### src/rtl/bpi_pkg.sv
// Shared definitions for the BPI command sequencer: command codes, flash
// command words, status register bit positions, bus op encodings and FSM states.
package bpi_pkg;

  typedef enum logic [2:0] {
    CMD_READ       = 3'd0,
    CMD_PROGRAM    = 3'd1,
    CMD_ERASE      = 3'd2,
    CMD_UNLOCK     = 3'd3,
    CMD_RD_STATUS  = 3'd4,
    CMD_CLR_STATUS = 3'd5,
    CMD_RD_ARRAY   = 3'd6,
    CMD_ILLEGAL    = 3'd7
  } cmd_e;

  typedef enum logic [2:0] {
    S_IDLE,
    S_ISSUE,
    S_WAIT,
    S_NEXT,
    S_FINISH
  } state_e;

  localparam logic [15:0] FL_READ_ARRAY = 16'h00FF;
  localparam logic [15:0] FL_PROGRAM    = 16'h0040;
  localparam logic [15:0] FL_ERASE      = 16'h0020;
  localparam logic [15:0] FL_CONFIRM    = 16'h00D0;
  localparam logic [15:0] FL_UNLOCK     = 16'h0060;
  localparam logic [15:0] FL_RD_STATUS  = 16'h0070;
  localparam logic [15:0] FL_CLR_STATUS = 16'h0050;

  localparam int SR_READY     = 7;
  localparam int SR_ERASE_ERR = 5;
  localparam int SR_PROG_ERR  = 4;
  localparam int SR_LOCK_ERR  = 1;

  localparam logic [1:0] OP_IDLE  = 2'b00;
  localparam logic [1:0] OP_WRITE = 2'b01;
  localparam logic [1:0] OP_READ  = 2'b10;

  // Program/erase step layout: two setup writes, poll write/read pair, exit write
  localparam logic [2:0] STEP_POLL_W = 3'd2;
  localparam logic [2:0] STEP_POLL_R = 3'd3;
  localparam logic [2:0] STEP_EXIT   = 3'd4;

  function automatic logic sr_error(input logic [7:0] sr);
    return sr[SR_ERASE_ERR] | sr[SR_PROG_ERR] | sr[SR_LOCK_ERR];
  endfunction

endpackage

### src/rtl/bpi_seq_steps.sv
// Combinational step table: maps (command, step index) to the bus cycle to
// issue and flags marking the last step, the poll read and data-returning reads.
module bpi_seq_steps
  import bpi_pkg::*;
(
  input  cmd_e        cmd,
  input  logic [2:0]  step,
  input  logic [15:0] wdata,
  output logic [1:0]  op,
  output logic [15:0] data,
  output logic        last,
  output logic        poll,
  output logic        rd
);

  always_comb begin
    op   = OP_WRITE;
    data = FL_READ_ARRAY;
    last = 1'b0;
    poll = 1'b0;
    rd   = 1'b0;
    case (cmd)
      CMD_READ, CMD_RD_STATUS: begin
        if (step == 3'd0) begin
          data = (cmd == CMD_READ) ? FL_READ_ARRAY : FL_RD_STATUS;
        end else begin
          op   = OP_READ;
          data = '0;
          last = 1'b1;
          rd   = 1'b1;
        end
      end
      CMD_PROGRAM, CMD_ERASE: begin
        case (step)
          3'd0:        data = (cmd == CMD_PROGRAM) ? FL_PROGRAM : FL_ERASE;
          3'd1:        data = (cmd == CMD_PROGRAM) ? wdata : FL_CONFIRM;
          STEP_POLL_W: data = FL_RD_STATUS;
          STEP_POLL_R: begin
            op   = OP_READ;
            data = '0;
            poll = 1'b1;
          end
          default:     last = 1'b1;
        endcase
      end
      CMD_UNLOCK: begin
        data = (step == 3'd0) ? FL_UNLOCK : FL_CONFIRM;
        last = (step != 3'd0);
      end
      CMD_CLR_STATUS: begin
        data = FL_CLR_STATUS;
        last = 1'b1;
      end
      CMD_RD_ARRAY: last = 1'b1;
      default: begin
        op   = OP_IDLE;
        data = '0;
        last = 1'b1;
      end
    endcase
  end

endmodule

### src/rtl/bpi_cmd_sequencer.sv
// Expands flash commands into BPI bus cycles and polls status for program/erase.
// Optional bounded polling is enabled by defining BPI_SEQ_TIMEOUT_EN.
module bpi_cmd_sequencer
  import bpi_pkg::*;
#(
  parameter logic [23:0] POLL_MAX = 24'd4_000_000
) (
  input  logic        CLK,
  input  logic        RST_B,
  input  logic [2:0]  CMD,
  input  logic [22:0] CMD_ADDR,
  input  logic [15:0] CMD_WDATA,
  input  logic        CMD_VALID,
  output logic        CMD_READY,
  output logic [15:0] RD_DATA,
  output logic        RD_VALID,
  output logic        DONE,
  output logic        ERROR,
  output logic [7:0]  STATUS,
  output logic [22:0] BPI_ADDR,
  output logic [15:0] BPI_DATA,
  output logic [1:0]  BPI_OP,
  output logic        BPI_EXECUTE,
  input  logic        BPI_BUSY,
  input  logic        BPI_LOAD,
  input  logic [15:0] BPI_DIN
);

  state_e      state, state_nxt;
  cmd_e        cmd_q;
  logic [22:0] addr_q;
  logic [15:0] wdata_q;
  logic [2:0]  step_q;
  logic        guard_q;
  logic        got_load_q;
  logic [15:0] rdata_q;
  logic        rd_valid_q;

  logic [1:0]  dec_op;
  logic [15:0] dec_data;
  logic        dec_last, dec_poll, dec_rd;
  logic        accept, wait_done, bus_active, poll_expired;
  logic [15:0] din_final;

  bpi_seq_steps u_steps (
    .cmd   (cmd_q),
    .step  (step_q),
    .wdata (wdata_q),
    .op    (dec_op),
    .data  (dec_data),
    .last  (dec_last),
    .poll  (dec_poll),
    .rd    (dec_rd)
  );

  assign accept     = CMD_VALID && (state == S_IDLE);
  assign wait_done  = (state == S_WAIT) && guard_q && !BPI_BUSY;
  assign bus_active = (state == S_ISSUE) || (state == S_WAIT);
  // A LOAD strobe earlier in the cycle wins; otherwise take the bus data at BUSY fall
  assign din_final  = (got_load_q && !BPI_LOAD) ? rdata_q : BPI_DIN;

`ifdef BPI_SEQ_TIMEOUT_EN
  logic [23:0] poll_cnt_q;

  always_ff @(posedge CLK) begin
    if (!RST_B || accept) begin
      poll_cnt_q <= '0;
    end else if ((state == S_NEXT) && dec_poll && !rdata_q[SR_READY]) begin
      poll_cnt_q <= poll_cnt_q + 24'd1;
    end
  end

  assign poll_expired = (poll_cnt_q + 24'd1) >= POLL_MAX;
`else
  logic unused_poll_max;
  assign unused_poll_max = ^POLL_MAX;
  assign poll_expired    = 1'b0;
`endif

  always_ff @(posedge CLK) begin
    if (!RST_B) state <= S_IDLE;
    else        state <= state_nxt;
  end

  always_comb begin
    state_nxt = state;
    case (state)
      S_IDLE:   if (CMD_VALID) state_nxt = (CMD == CMD_ILLEGAL) ? S_FINISH : S_ISSUE;
      S_ISSUE:  if (!BPI_BUSY) state_nxt = S_WAIT;
      S_WAIT:   if (guard_q && !BPI_BUSY) state_nxt = S_NEXT;
      S_NEXT:   state_nxt = dec_last ? S_FINISH : S_ISSUE;
      S_FINISH: state_nxt = S_IDLE;
      default:  state_nxt = S_IDLE;
    endcase
  end

  assign CMD_READY   = (state == S_IDLE);
  assign DONE        = (state == S_FINISH);
  assign RD_VALID    = rd_valid_q;
  assign BPI_EXECUTE = (state == S_ISSUE) && !BPI_BUSY;
  assign BPI_OP      = bus_active ? dec_op : OP_IDLE;
  assign BPI_DATA    = bus_active ? dec_data : '0;
  assign BPI_ADDR    = addr_q;

  always_ff @(posedge CLK) begin
    if (!RST_B) begin
      cmd_q      <= CMD_READ;
      addr_q     <= '0;
      wdata_q    <= '0;
      step_q     <= '0;
      guard_q    <= 1'b0;
      got_load_q <= 1'b0;
      rdata_q    <= '0;
      rd_valid_q <= 1'b0;
      RD_DATA    <= '0;
      ERROR      <= 1'b0;
      STATUS     <= '0;
    end else begin
      rd_valid_q <= 1'b0;
      guard_q    <= (state == S_WAIT);
      if (accept) begin
        cmd_q      <= cmd_e'(CMD);
        addr_q     <= CMD_ADDR;
        wdata_q    <= CMD_WDATA;
        step_q     <= '0;
        got_load_q <= 1'b0;
        ERROR      <= (CMD == CMD_ILLEGAL);
      end
      if (state == S_WAIT) begin
        if (BPI_LOAD) begin
          rdata_q    <= BPI_DIN;
          got_load_q <= 1'b1;
        end
        if (wait_done) begin
          rdata_q    <= din_final;
          got_load_q <= 1'b0;
          if (dec_rd) begin
            RD_DATA    <= din_final;
            rd_valid_q <= 1'b1;
          end
          if (dec_poll || (dec_rd && (cmd_q == CMD_RD_STATUS))) STATUS <= din_final[7:0];
        end
      end
      if (state == S_NEXT) begin
        if (dec_poll) begin
          if (rdata_q[SR_READY]) begin
            ERROR  <= ERROR | sr_error(rdata_q[7:0]);
            step_q <= STEP_EXIT;
          end else if (poll_expired) begin
            ERROR  <= 1'b1;
            step_q <= STEP_EXIT;
          end else begin
            step_q <= STEP_POLL_W;
          end
        end else if (!dec_last) begin
          step_q <= step_q + 3'd1;
        end
      end
    end
  end

endmodule

### config.mk
export PLATFORM = sky130hd
export DESIGN_NAME = bpi_cmd_sequencer
export DESIGN_NICKNAME = d
export VERILOG_FILES = /design/src/rtl/bpi_pkg.sv /design/src/rtl/bpi_seq_steps.sv /design/src/rtl/bpi_cmd_sequencer.sv
export SDC_FILE = /design/constraint.sdc
export NUM_CORES = 1
export LEC_CHECK = 0
export ABC_AREA = 1
export BUFFER_PORTS_ARGS = -buffer_cell sky130_fd_sc_hd__buf_2
export CAP_MARGIN = 10
export CELL_PAD_IN_SITES_DETAIL_PLACEMENT = 1
export CELL_PAD_IN_SITES_GLOBAL_PLACEMENT = 1
export CORE_AREA = 2 2 112 114
export DETAILED_ROUTE_END_ITERATION = 6
export DIE_AREA = 0 0 114 116
export PLACE_DENSITY = 0.83
export SLEW_MARGIN = 5
export SYNTH_ARGS = -nofsm -noshare
export SYNTH_HDL_FRONTEND = slang
export SYNTH_HIERARCHICAL = 1
export SYNTH_SLANG_ARGS = --single-unit
### constraint.sdc
create_clock -name CLK -period 5.27 [get_ports CLK]
set_clock_uncertainty 0.1 [all_clocks]
set_input_delay 1.054 -clock CLK [delete_from_list [all_inputs] [get_ports CLK]]
set_output_delay 1.054 -clock CLK [all_outputs]
set_load 0.05 [all_outputs]
# ---- Word level (Yosys, flattened, before mapping)
# Index checks and enable logic that the tools add are counted.
# W data, S select, Z words.
dict set report op_classes {
  n_addsub 1
  n_bitwise 3
  n_eq_ne 17
  mux 41
  n_reduce_logical 25
}
# cell count
set ops {}
lappend ops {{$mux W16} 6}
lappend ops {{$pmux W16 S5} 1}
lappend ops {{$pmux W16 S4} 1}
lappend ops {{$mux W3} 10}
lappend ops {{$eq A3 B2 Y1 const B} 6}
lappend ops {{$mux W8} 2}
lappend ops {{$eq A3 B3 Y1 const B} 5}
lappend ops {{$mux W1} 14}
lappend ops {{$pmux W3 S4} 1}
lappend ops {{$reduce_and A3 Y1} 4}
lappend ops {{$eq A3 B1 Y1 const B} 3}
lappend ops {{$logic_not A3 Y1} 3}
lappend ops {{$logic_and A1 B1 Y1} 7}
lappend ops {{$mux W7} 1}
lappend ops {{$mux W2} 3}
lappend ops {{$pmux W2 S3} 1}
lappend ops {{$ne A2 B2 Y1 const B} 2}
lappend ops {{$reduce_or A2 Y1} 2}
lappend ops {{$reduce_or A4 Y1} 1}
lappend ops {{$add A3 B1 Y3 const B} 1}
lappend ops {{$or A1 B1 Y1} 3}
lappend ops {{$pmux W1 S3} 1}
lappend ops {{$reduce_bool A3 Y1} 1}
lappend ops {{$reduce_or A3 Y1} 1}
lappend ops {{5 further kinds} 7}
dict set report totals {
  elab_cells 99
  out_inout_bits 70
  register_bits 92
}

# ---- Longest topological paths before layout
dict set report logic_depth {
  ltp_word 7
  ltp_mapped 12
  depth_no_buf 11
}

# ---- By module
# The synthesis kept the hierarchy.
# module area_per_inst_um2 seq_area_each_um2 cells_per_inst instances
set modules_own_cells {}
lappend modules_own_cells {bpi_cmd_sequencer 3947.5 1841.8 578 1}
lappend modules_own_cells {bpi_seq_steps 488.0 0.0 101 1}

# ---- Least setup slack after synthesis
# OpenSTA, ideal clock, no wires.
dict set report synth_path {
  path_type {reg2out}
  start {register state[1]}
  end {output BPI_DATA[10]}
  t_arrival_ps 1735
  slack_ps 2381
  required_ps 4116
  path_stages_with_launch 7
  cell_sequence {dfxtp_1 -> nor2_2 -> nand2_1 -> nand2_1 -> clkinv_1 -> buf_2 -> nor2_1}
}
dict set report synth_via {
  elab_chain_cells 3
  elab_cells_between_ends 4
}
# item line_no
set synth_lines {}
lappend synth_lines {{start: declaration} bpi_cmd_sequencer.sv:29} ;# state_e state, state_nxt;
lappend synth_lines {{start signal: assignment} bpi_cmd_sequencer.sv:82} ;# else state <= state_nxt;
lappend synth_lines {{$eq A3 B1 Y1 / $eq A3 B2 Y1 (equally long branches)} bpi_cmd_sequencer.sv:58} ;# assign bus_active = (state == S_ISSUE) || (state == S_WAIT);
lappend synth_lines {{$logic_or A1 B1 Y1 *} bpi_cmd_sequencer.sv:58}
lappend synth_lines {{$mux W16 *} bpi_cmd_sequencer.sv:102} ;# assign BPI_DATA = bus_active ? dec_data : '0;
lappend synth_lines {{end: declaration} bpi_cmd_sequencer.sv:21} ;# output logic [15:0] BPI_DATA,
# Mark *: on every way between the ends. The rest lies on a longest branch, timed or not.

# ---- Final worst setup path
dict set report layout_path {
  start {register state[1]}
  end {output BPI_DATA[2]}
}
# The elaborated chain is that of the path after synthesis.

==> flow_metrics.tcl <==
set metrics [dict create \
    worstPathArrival_ns 2.27 \
    dr.pass1.iters 4 \
    power_leakage_nw 2.70 \
    pre_cts_ws_ns 1.84 \
    ys_seq_area_share_pct 41.5 \
    nets 857 \
    cts_hold_buf 0 \
    grt_setup_unrepaired "false" \
    p_int_mw 1.38 \
    synth_top_area_share_pct 41.5 \
    dieWidth_um 114 \
    synth_nets 743 \
    drt_iter0_markers 173 \
    grt.overflow.total 0 \
    grt_pass1_wl_um 22300 \
    power.net_switching_mw 1.08 \
    area_delta_synth_final_pct 22.7 \
    finalCoreUtilization_pct 45.7 \
    fmax_mhz 292 \
    netlist_instances 679 \
    ios 133 \
    setup_tns_ns 0 \
    avgSynthCellArea_um2 6.53 \
    portBuffers 132 \
    core_area_mm2 0.0119 \
    finalCritPeriodShare_pct 64.9 \
    clkTransAtPathRegs_ns 0.07 \
    row_count 40 \
    route.detailed.drc 0 \
    avgViaCountPerCell 4.95 \
    relSlewSlack_pct 19.2 \
    clk_path_buf_depth 2 \
    p_sw_share_pct 43.9 \
    drive_gt1_share_pct 23.4 \
    vias 4679 \
    startpoint_type "flop" \
    synth_cell_types 28 \
    layout_setup_ws_ns 1.85 \
    netlist_area_mm2 0.00444 \
    reg2regPathDepth 5 \
    cts_num_sinks 92 \
    power_per_cell_area_mw_per_mm2 452 \
    routedWlPerCell_um 14.7 \
    dp_hpwl_um 10200 \
    yosysMostFrequentCell "nand2_1" \
    drtAntennaViolNets 0 \
    die_area_mm2 0.0132 \
    tightest_slew_ns 1.21 \
    grt_max_degree 69 \
    crit_type "reg2out" \
    maxCapViolCount 0 \
    postSynth.asyncResetShare_pct 0 \
    initial_core_util_pct 37.2 \
    clock_latency_ns 0.34 \
    worst_ir_drop_vdd_v 0.000167 \
    status "finished clean" \
    synth.top_cells.by_count "202 x nand2_1, 97 x nor2_1, 92 x dfxtp_1" \
    setup_viol 0 \
    min_period_ns 3.42 \
    synth-edff-count 0 \
    grt_usage_pct 21.0 \
    wl_um 13900 \
    end_kind "output pin" \
    htree_num_levels 3 \
    slew_viol_final 0 \
    hold_class "reg2reg" \
    synth_area_leaders "dfxtp_1 42%, nand2_1 17%, nor2_1 8.2%" \
    clkPwrFrac_pct 26.6 \
    grt_pass1_vias 4767 \
    hold_depth 2 \
    synth_warnings 6 \
    cp_max_fo 19 \
    dieHeight_um 116 \
    p_seq_share_pct 34.1 \
    gp_congestion 0.881 \
    cp_data_required_time_ns 4.12 \
    clockRootBuffer "clkbuf_16" \
    cts_tree "done" \
    yosys.area.top_type "dfxtp_1" \
    finalHoldViolCount 0 \
    synth_seq_cells 92 \
    antenna_found_initial 0 \
    cts_resized 0 \
    comb_power_share_pct 39.2 \
    cts_setup_buffers 0 \
    cts_buffers 9 \
    synth_ff_type "dfxtp_1" \
]
[per-layer routing]
| layer | global-route usage [%] | vias up | part of all wire (%) |
|---|---|---|---|
| met5 | 0 | - | 0 |
| met4 | 5.53 | 0 | 1.2 |
| met3 | 2.93 | 15 | 3.0 |
| met2 | 40.8 | 90 | 54 |
| met1 | 24.1 | 2238 | 42 |
| li1 | - | 2336 | - |
[power by group through the flow]
stage | Sequential, mW | Combinational, mW | Clock [mW]
after floorplan | 0.941 | 0.653 | 0
after global placement | 0.851 | 0.931 | 0
after detailed placement | 0.855 | 0.967 | 0
after CTS | 0.840 | 0.970 | 0.666
after global routing | 0.850 | 1.06 | 0.695
final | 0.839 | 0.964 | 0.655
[cell families (layout without fill, tap and decap cells)]
kind of cell | Yosys count | count (layout) | share of synthesized area, %
fa+ha+maj | 1 | 1 | 0.282
simple gates | 371 | 371 | 36.0
other cells | 0 | 1 | 0
buf+inv | 110 | 229 | 10.2
xor+xnor | 1 | 1 | 0.197
flops | 92 | 92 | 41.5
compound gates | 104 | 104 | 11.8
[layout by cell type, fill, tap and decap left out, drive strengths merged, types with 3 or more instances in the layout]
master and n:
nand3b 3, o21ai 40, clkbuf 9, a21oi 62, nand2 210, buf 132, nand3 37, dfxtp 92
nor3 5, clkinv 4, nand4 3, nor2 113, inv 82
[final timing paths]
kind,from,end,slack [ns]
worst max-delay path,state[1],BPI_DATA[2],1.85
worst min-delay path,BPI_ADDR[4],BPI_ADDR[4],0.36
worst max register to register,state[1],BPI_ADDR[11],2.31
worst min register to register,BPI_ADDR[4],BPI_ADDR[4],0.36
[flip-flops by register name, indices dropped and copies added (netlist names)]
signal,cells
got_load_q,1
cmd_q,3
ERROR,1
RD_DATA,16
guard_q,1
RD_VALID,1
step_q,3
wdata_q,16
rdata_q,16
BPI_ADDR,23
STATUS,8
state,3
[worst max-delay path: stages (launching register included)]
cell	delay (ns)
dfxtp_1	0.38
nor2_2	0.24
nand2_1	0.11
nand2_1	0.11
clkinv_1	0.45
nor2_1	0.33
buf_2	0.31
[cell type report]
| cell class | instances | area (um^2) |
|---|---|---|
| Clock buffer | 9 | 225 |
| Clock inverter | 7 | 73.8 |
| Tap cell | 147 | 184 |
| Multi-Input combinational cell | 477 | 2150 |
| Inverter | 81 | 307 |
| Sequential cell | 92 | 1840 |
| Fill cell | 1627 | 6470 |
| Timing Repair Buffer | 132 | 661 |
| Antenna cell | 1 | 2.50 |
[through the flow]
step | power, mW | cells | hold slack, ns | area, um^2
after floorplan | 1.59 | 679 | 0.339 | 4440
after global placement | 1.78 | 929 | 0.350 | 5140
after detailed placement | 1.82 | 929 | 0.356 | 5140
after CTS | 2.48 | 945 | 0.367 | 5440
after global routing | 2.60 | 945 | 0.379 | 5440
final | 2.46 | 946 | 0.363 | 5440
No activity file was read; power rests on OpenSTA's default activity.
